`src/rtl/mips_execute_unit.sv`:
```
// Execute stage of the 5-stage MIPS pipeline: ALU control decode, 32-bit ALU,
// branch-target adder and jump override, registered at the EX/MEM boundary.
module mips_execute_unit (
    input  logic        Clk,
    input  logic        Rst,
    input  logic [31:0] rs_data,
    input  logic [31:0] rt_data,
    input  logic [31:0] imm_ext,
    input  logic [31:0] pc_plus4,
    input  logic [31:0] jump_addr,
    input  logic [5:0]  opcode,
    input  logic [1:0]  alu_op,
    input  logic        alu_src,
    input  logic        jump,
    output logic [3:0]  alu_cnt,
    output logic [31:0] result_q,
    output logic        zero_q,
    output logic [31:0] branch_target_q,
    output logic [31:0] store_data_q
);

    localparam int unsigned DATA_W = 32;
    localparam int unsigned CNT_W  = 4;

    localparam logic [CNT_W-1:0] CNT_AND = 4'b0000;
    localparam logic [CNT_W-1:0] CNT_OR  = 4'b0001;
    localparam logic [CNT_W-1:0] CNT_ADD = 4'b0010;
    localparam logic [CNT_W-1:0] CNT_SUB = 4'b0110;
    localparam logic [CNT_W-1:0] CNT_SLT = 4'b0111;
    localparam logic [CNT_W-1:0] CNT_NOR = 4'b1100;

    logic [DATA_W-1:0] operand_b;
    logic [DATA_W-1:0] alu_result;
    logic [DATA_W-1:0] branch_target;
    logic [DATA_W-1:0] result_next;
    logic              zero;

    // ALU control decode from the main-control class, funct or opcode
    always_comb begin
        alu_cnt = CNT_ADD;
        case (alu_op)
            2'b00: alu_cnt = CNT_ADD;
            2'b01: alu_cnt = CNT_SUB;
            2'b10: begin
                case (imm_ext[5:0])
                    6'b100000: alu_cnt = CNT_ADD;
                    6'b100010: alu_cnt = CNT_SUB;
                    6'b100100: alu_cnt = CNT_AND;
                    6'b100101: alu_cnt = CNT_OR;
                    6'b101010: alu_cnt = CNT_SLT;
                    6'b100111: alu_cnt = CNT_NOR;
                    default:   alu_cnt = CNT_ADD;
                endcase
            end
            default: begin
                case (opcode)
                    6'b001000: alu_cnt = CNT_ADD;
                    6'b001100: alu_cnt = CNT_AND;
                    6'b001101: alu_cnt = CNT_OR;
                    6'b001010: alu_cnt = CNT_SLT;
                    default:   alu_cnt = CNT_ADD;
                endcase
            end
        endcase
    end

    assign operand_b = alu_src ? imm_ext : rt_data;

    // ALU; unused control codes yield zero
    always_comb begin
        alu_result = '0;
        case (alu_cnt)
            CNT_AND: alu_result = rs_data & operand_b;
            CNT_OR:  alu_result = rs_data | operand_b;
            CNT_ADD: alu_result = rs_data + operand_b;
            CNT_SUB: alu_result = rs_data - operand_b;
            CNT_SLT: alu_result = ($signed(rs_data) < $signed(operand_b)) ? DATA_W'(1) : '0;
            CNT_NOR: alu_result = ~(rs_data | operand_b);
            default: alu_result = '0;
        endcase
    end

    // Zero flag always reflects the ALU, even when the jump target is selected
    assign zero          = (alu_result == '0);
    assign branch_target = pc_plus4 + {imm_ext[29:0], 2'b00};
    assign result_next   = jump ? jump_addr : alu_result;

    always_ff @(posedge Clk or posedge Rst) begin
        if (Rst) begin
            result_q        <= '0;
            zero_q          <= 1'b0;
            branch_target_q <= '0;
            store_data_q    <= '0;
        end else begin
            result_q        <= result_next;
            zero_q          <= zero;
            branch_target_q <= branch_target;
            store_data_q    <= rt_data;
        end
    end

endmodule

```
`config.mk`:
```
export PLATFORM = sky130hd
export DESIGN_NAME = mips_execute_unit
export DESIGN_NICKNAME = d
export VERILOG_FILES = /design/src/rtl/mips_execute_unit.sv
export SDC_FILE = /design/constraint.sdc
export NUM_CORES = 1
export LEC_CHECK = 0
export CAP_MARGIN = 20
export CORE_MARGIN = 3
export CORE_UTILIZATION = 51
export DETAILED_ROUTE_END_ITERATION = 8
export GPL_TIMING_DRIVEN = 0
export PLACE_DENSITY = 0.84
export SYNTH_ARGS = -nofsm -noshare
export SYNTH_HDL_FRONTEND = slang
export SYNTH_SLANG_ARGS = --single-unit
```
`constraint.sdc`:
```
create_clock -name Clk -period 4 [get_ports Clk]
set_clock_uncertainty 0.05 [all_clocks]
set_input_delay 0.6 -clock Clk [delete_from_list [all_inputs] [get_ports Clk]]
set_output_delay 0.6 -clock Clk [all_outputs]
set_load 0.01 [all_outputs]
```
# Word level (Yosys, flattened, before mapping)
# Cells that the tools add are included.
[op_classes]
add_sub_neg = 3
magnitude_cmp = 1
n_eq_ne = 15
n_mux = 7
bitwise_logic = 3
reduce_logical = 3
[op_table]
columns = ["operator", "n"]
rows = [
  ["32-bit one-hot mux with 6 select lines", 1],
  ["32-bit adder", 2],
  ["32-bit two-way mux", 2],
  ["32-bit AND", 1],
  ["32-bit logical NOT", 1],
  ["32-bit less-than comparator", 1],
  ["32-bit inverter", 1],
  ["32-bit bitwise OR", 1],
  ["32-bit subtractor", 1],
  ["6-bit == test (second input constant)", 5],
  ["4-bit one-hot mux with 5 select lines", 1],
  ["6-bit by 4-bit == test with 1-bit output (second input constant)", 3],
  ["4-bit one-hot mux with 3 select lines", 1],
  ["3-bit one-hot mux with 3 select lines", 1],
  ["4-bit by 3-bit == test with 1-bit output (second input constant)", 2],
  ["4-bit by 1-bit == test with 1-bit output (second input constant)", 1],
  ["4-bit by 2-bit == test with 1-bit output (second input constant)", 1],
  ["4-bit == test (second input constant)", 1],
  ["4-bit logical NOT", 1],
  ["2-bit by 1-bit == test with 1-bit output (second input constant)", 1],
  ["2-bit == test (second input constant)", 1],
  ["2-bit logical NOT", 1],
  ["1-bit two-way mux", 1],
]
[word_totals]
reg_bits = 97
output_inout_bits = 101
elab_cells = 36

# Depth between registers and ports, before layout
[depth]
ltp_word = 6
mapped_depth = 19

# Worst setup path before layout
# No wires, ideal clock.
[synth_timing]
path_kind = "in2reg"
start = "in alu_src"
end = "reg result_q[28]"
setup_ps = 125
t_arrival_ps = 4657
path_slack_ps = -832
stages = 16
path_buffers = 2
cell_sequence = "clkbuf_1 > buf_1 > mux2i_1 > inv_1 > fa_1 > o21bai_1 > o211ai_1 > a31oi_1 > a21o_1 > and2_2 > a2111oi_4 > o41ai_2 > a211oi_2 > a221o_1 > a221o_1 > mux2_2"
[synth_via]
elab_chain_cells = 5
elab_cells_between_ends = 8
classes_between = "add/sub (2); mux (3); bitwise (3)"
[synth_lines]
columns = ["element", "line_no", "rtl"]
rows = [
  ["from (decl)", "13", "input logic alu_src,"],
  ["32-bit two-way mux *", "67", "assign operand_b = alu_src ? imm_ext : rt_data;"],
  ["branches (longest 2 deep; another with 32-bit subtractor)", "-", ""],
  ["32-bit one-hot mux with 6 select lines *", "72", "case (alu_cnt)"],
  ["32-bit two-way mux *", "86", "assign result_next = jump ? jump_addr : alu_result;"],
  ["net result_next[28]", "35", "logic [DATA_W-1:0] result_next;"],
  ["to (signal assigned)", "95", "result_q <= result_next;"],
  ["to (decl)", "16", "output logic [31:0] result_q,"],
]
# Mark *: on every way through the listed nets, which the timed path passes.

# Final worst setup path
[layout_timing]
start = "in alu_src"
end = "reg zero_q"
[layout_via]
elab_chain_cells = 5
elab_cells_between_ends = 10
classes_between = "add/sub (2); order compare (1); mux (3); bitwise (3); reduce/logical (1)"
[layout_lines]
columns = ["element", "line_no", "rtl"]
rows = [
  ["32-bit two-way mux *", "67", ""],
  ["32-bit less-than comparator or 32-bit bitwise OR (tied branches)", "77, 74, 78", ""],
  ["1-bit two-way mux or 32-bit inverter (tied branches)", "77, 78", ""],
  ["32-bit one-hot mux with 6 select lines *", "72", ""],
  ["32-bit logical NOT *", "84", "assign zero = (alu_result == '0);"],
  ["net zero", "36", "logic zero;"],
  ["to (signal assigned)", "96", "zero_q <= zero;"],
  ["to (decl)", "17", "output logic zero_q,"],
]
# The timed path passes the listed nets; every way through them passes the cells marked *.

==> impl_results.md <==
- Status: complete, but fails checks
- Failing checks: setup timing
- Design Area, Final: 14300 um2
- Hold Fails Final Rpt: 0
- DP HPWL: a little over 30 mm
- Layer with the highest usage: met2
- CTS clk-pin slew, worst paths: 80 ps
- Post-synthesis cell type count: 89
- Total number of vias: 11000
- Post-Synthesis Cells: roughly 1200
- M3 GR Usage: 0.0687
- CTS H-tree lvls: 3
- Die span in x: 148 um
- Final Wtd Congestion: 0.985
- Initial antenna violation count: 1
- Setup TNS Final: -640 ps
- Fraction of final layout cells sized beyond drive strength 1: 0.116
- Largest net degree at the start of global routing: 52
- Die Height: 148 um
- WS Path Type: in2reg
- FP Rows: 51
- Final period util: 1.08
- Period minus WS final: around 4300 ps
- Worst Tran Pin Value: 845 ps
- Syn_nets: 1540
- Psw: 1.68 mW
- Core area: 19600 um2
- Mapped Area: 10200 um2
- Share of total power in sequential cells: 0.269
- Worst IR Drop VDD: 0.199 mV
- Synth Area per Inst: roughly 8.3 um2
- Routing usage on met1: 0.412
- F_max: 231 MHz
- Unrepaired setup endpoints after global routing: yes
- Die Area: 21800 um2
- Routed WL: 38.4 mm
- Pwr Density: 298 nW/um2
- Final nets: about 1800
- Ys async rst share: 1.00
- Initial DRC count: 1049
- Gr ovfl total: 0
- # DRC: 0
- GRT Util Overall: 0.342
- Maximum clock path buffer count: 2
- Req. time, crit path: 4220 ps
- Top Ports: roughly 270
- Num CTS Buffers: 9
- Synth warnings: 0
- Endpoints failing setup: 2
- Routed len/inst: ~21 um
- Seq/Total Area, Yosys: 0.237
- Worst setup SP type: input pin
- Initial Util: 0.523
- Drt first pass iters: 7
- DR vias/cell: 6.08
- Post-route setup slack: -335 ps
- Leak Pwr: 6.37 nW
- Hold Path Class: in2reg
- Logic pwr share: 0.517
- Dpl cell area: 13400 um2
- Layout area overhead: 39.7%
- Crit path arrival time: approximately 4600 ps
- Clk sinks: 97
- Worst Setup End Kind: flip-flop
- Maxcap violations: 0
- Vias in the first global route: roughly 11000
- Slew Limit Headroom: 0.436
- P_int: 2.58 mW
- First-pass GRT wire length: slightly below 60 mm
- Most common cell after layout, fill and taps aside: clkdlybuf4s50_1
- Post-synth EDFFs: 0
- Total Power: approximately 4.3 mW
- Post-synthesis register bit count: between 90 and 100
- IO buf count: 270
- CTS tree: done
- Worst slack, placed: -1460 ps
- Hold slack final: 494 ps
- Clk pwr share: 0.215
- Pins Over Slew Limit: 0
- Max Fanout on Critical Path: 6
- Switching Fraction: 0.394
- Most frequent cells in the layout: clkdlybuf4s50_1, ha_1, inv_1, nor2_1, dfrtp_1
- Root Driver: clkbuf_16
- Final ANT Viol Nets: 0
- Post-CTS Hold Fix Bufs: 0
- Primary FF master, synth: dfrtp_1
- GR Util met2: 0.586
==> worst max-delay path: stages <==
cell and delay [ps]:
clkbuf_16 130, buf_12 140, mux2i_4 190, inv_2 100, ha_4 160, inv_4 40
fa_2 360, or2_1 250, a211o_1 360, a21oi_4 280, o21ai_2 140, nand2_1 120
xnor2_1 60, a222oi_1 310, o21ai_1 170, or4b_4 560, nor4_4 250, nand4_1 140
nor4_2 160
==> path summary, 6_finish.rpt <==
check,slack [ps],to,from,cells after the start
max,-330,zero_q,alu_src,19
min in group asynchronous,610,branch_target_q[14],Rst,2
max in group asynchronous,2610,result_q[3],Rst,3
min,490,store_data_q[0],rt_data[0],1
==> flip-flops by register name (all words and copies together), names as in the netlist <==
name and cells:
branch_target_q 32, result_q 32, store_data_q 32, zero_q 1
==> layer usage <==
metal | wire length, um | up-vias | part of all wire
met5 | 0 | - | 0
met4 | 1880 | 0 | 0.049
met3 | 3130 | 136 | 0.081
met2 | 18800 | 574 | 0.49
met1 | 14600 | 5203 | 0.38
li1 | - | 5081 | -
==> timing repair <==
item / in CTS / in global routing
pin swaps: 32 / 9
setup endpoints to repair: 19 / 17
cloned: 0 / 0
resized for setup: 80 / 28
buffers inserted: 25 / 4
==> power by group through the flow <==
| stage | registers (mW) | clock network [mW] | logic, mW |
|---|---|---|---|
| after global placement | 1.16 | 0 | 1.95 |
| after detailed placement | 1.17 | 0 | 1.98 |
| final | 1.15 | 0.914 | 2.20 |
| after global routing | 1.16 | 0.969 | 2.36 |
| after floorplan | 1.24 | 0 | 1.07 |
| after CTS | 1.15 | 0.926 | 2.13 |
==> synthesized netlist by cell type (all sizes together) (19+ instances only) <==
| master | number | area, um2 |
|---|---|---|
| ha | 136 | 1700 |
| inv | 124 | 465 |
| nor2 | 119 | 449 |
| dfrtp | 97 | 2430 |
| a21oi | 94 | 470 |
| nand2 | 62 | 233 |
| o21ai | 60 | 300 |
| mux2i | 47 | 470 |
| xnor2 | 33 | 289 |
| clkbuf | 30 | 113 |
| nor3 | 30 | 160 |
| a211oi | 25 | 198 |
| nand3 | 20 | 100 |
| nor2b | 20 | 125 |
| a21o | 19 | 143 |
==> stage by stage <==
step | std cells | utilization
floorplan | 1229 | -
global placement | 1764 | 0.680
detailed placement | 1765 | 0.682
CTS | 1805 | 0.724
global route | 1807 | 0.731
finish | 1807 | 0.731
==> logic make-up (layout without fill, tap and decap cells) <==
logic type / Yosys count / count (layout) / synth area share
DFF: 97 / 97 / 0.237
other: 0 / 1 / 0
muxes: 65 / 65 / 0.0657
AOI/OAI and AO/OA: 375 / 375 / 0.257
adders and majority gates: 139 / 139 / 0.172
and+or+nand+nor: 341 / 341 / 0.168
xor gates and xnor gates: 44 / 44 / 0.0376
buffers and inverters: 168 / 480 / 0.0630
==> area by class of cell <==
class | instances | area (um2)
plain buffers | 40 | 225
inverters | 124 | 470
diodes | 1 | 2.50
multi-input cells | 964 | 7610
fillers | 1555 | 5270
clock buffers | 9 | 225
repair buffers | 300 | 2950
clock inverters | 7 | 72.6
flip-flops and latches | 97 | 2430
well taps | 265 | 332
(Power assumes the default switching activity.)
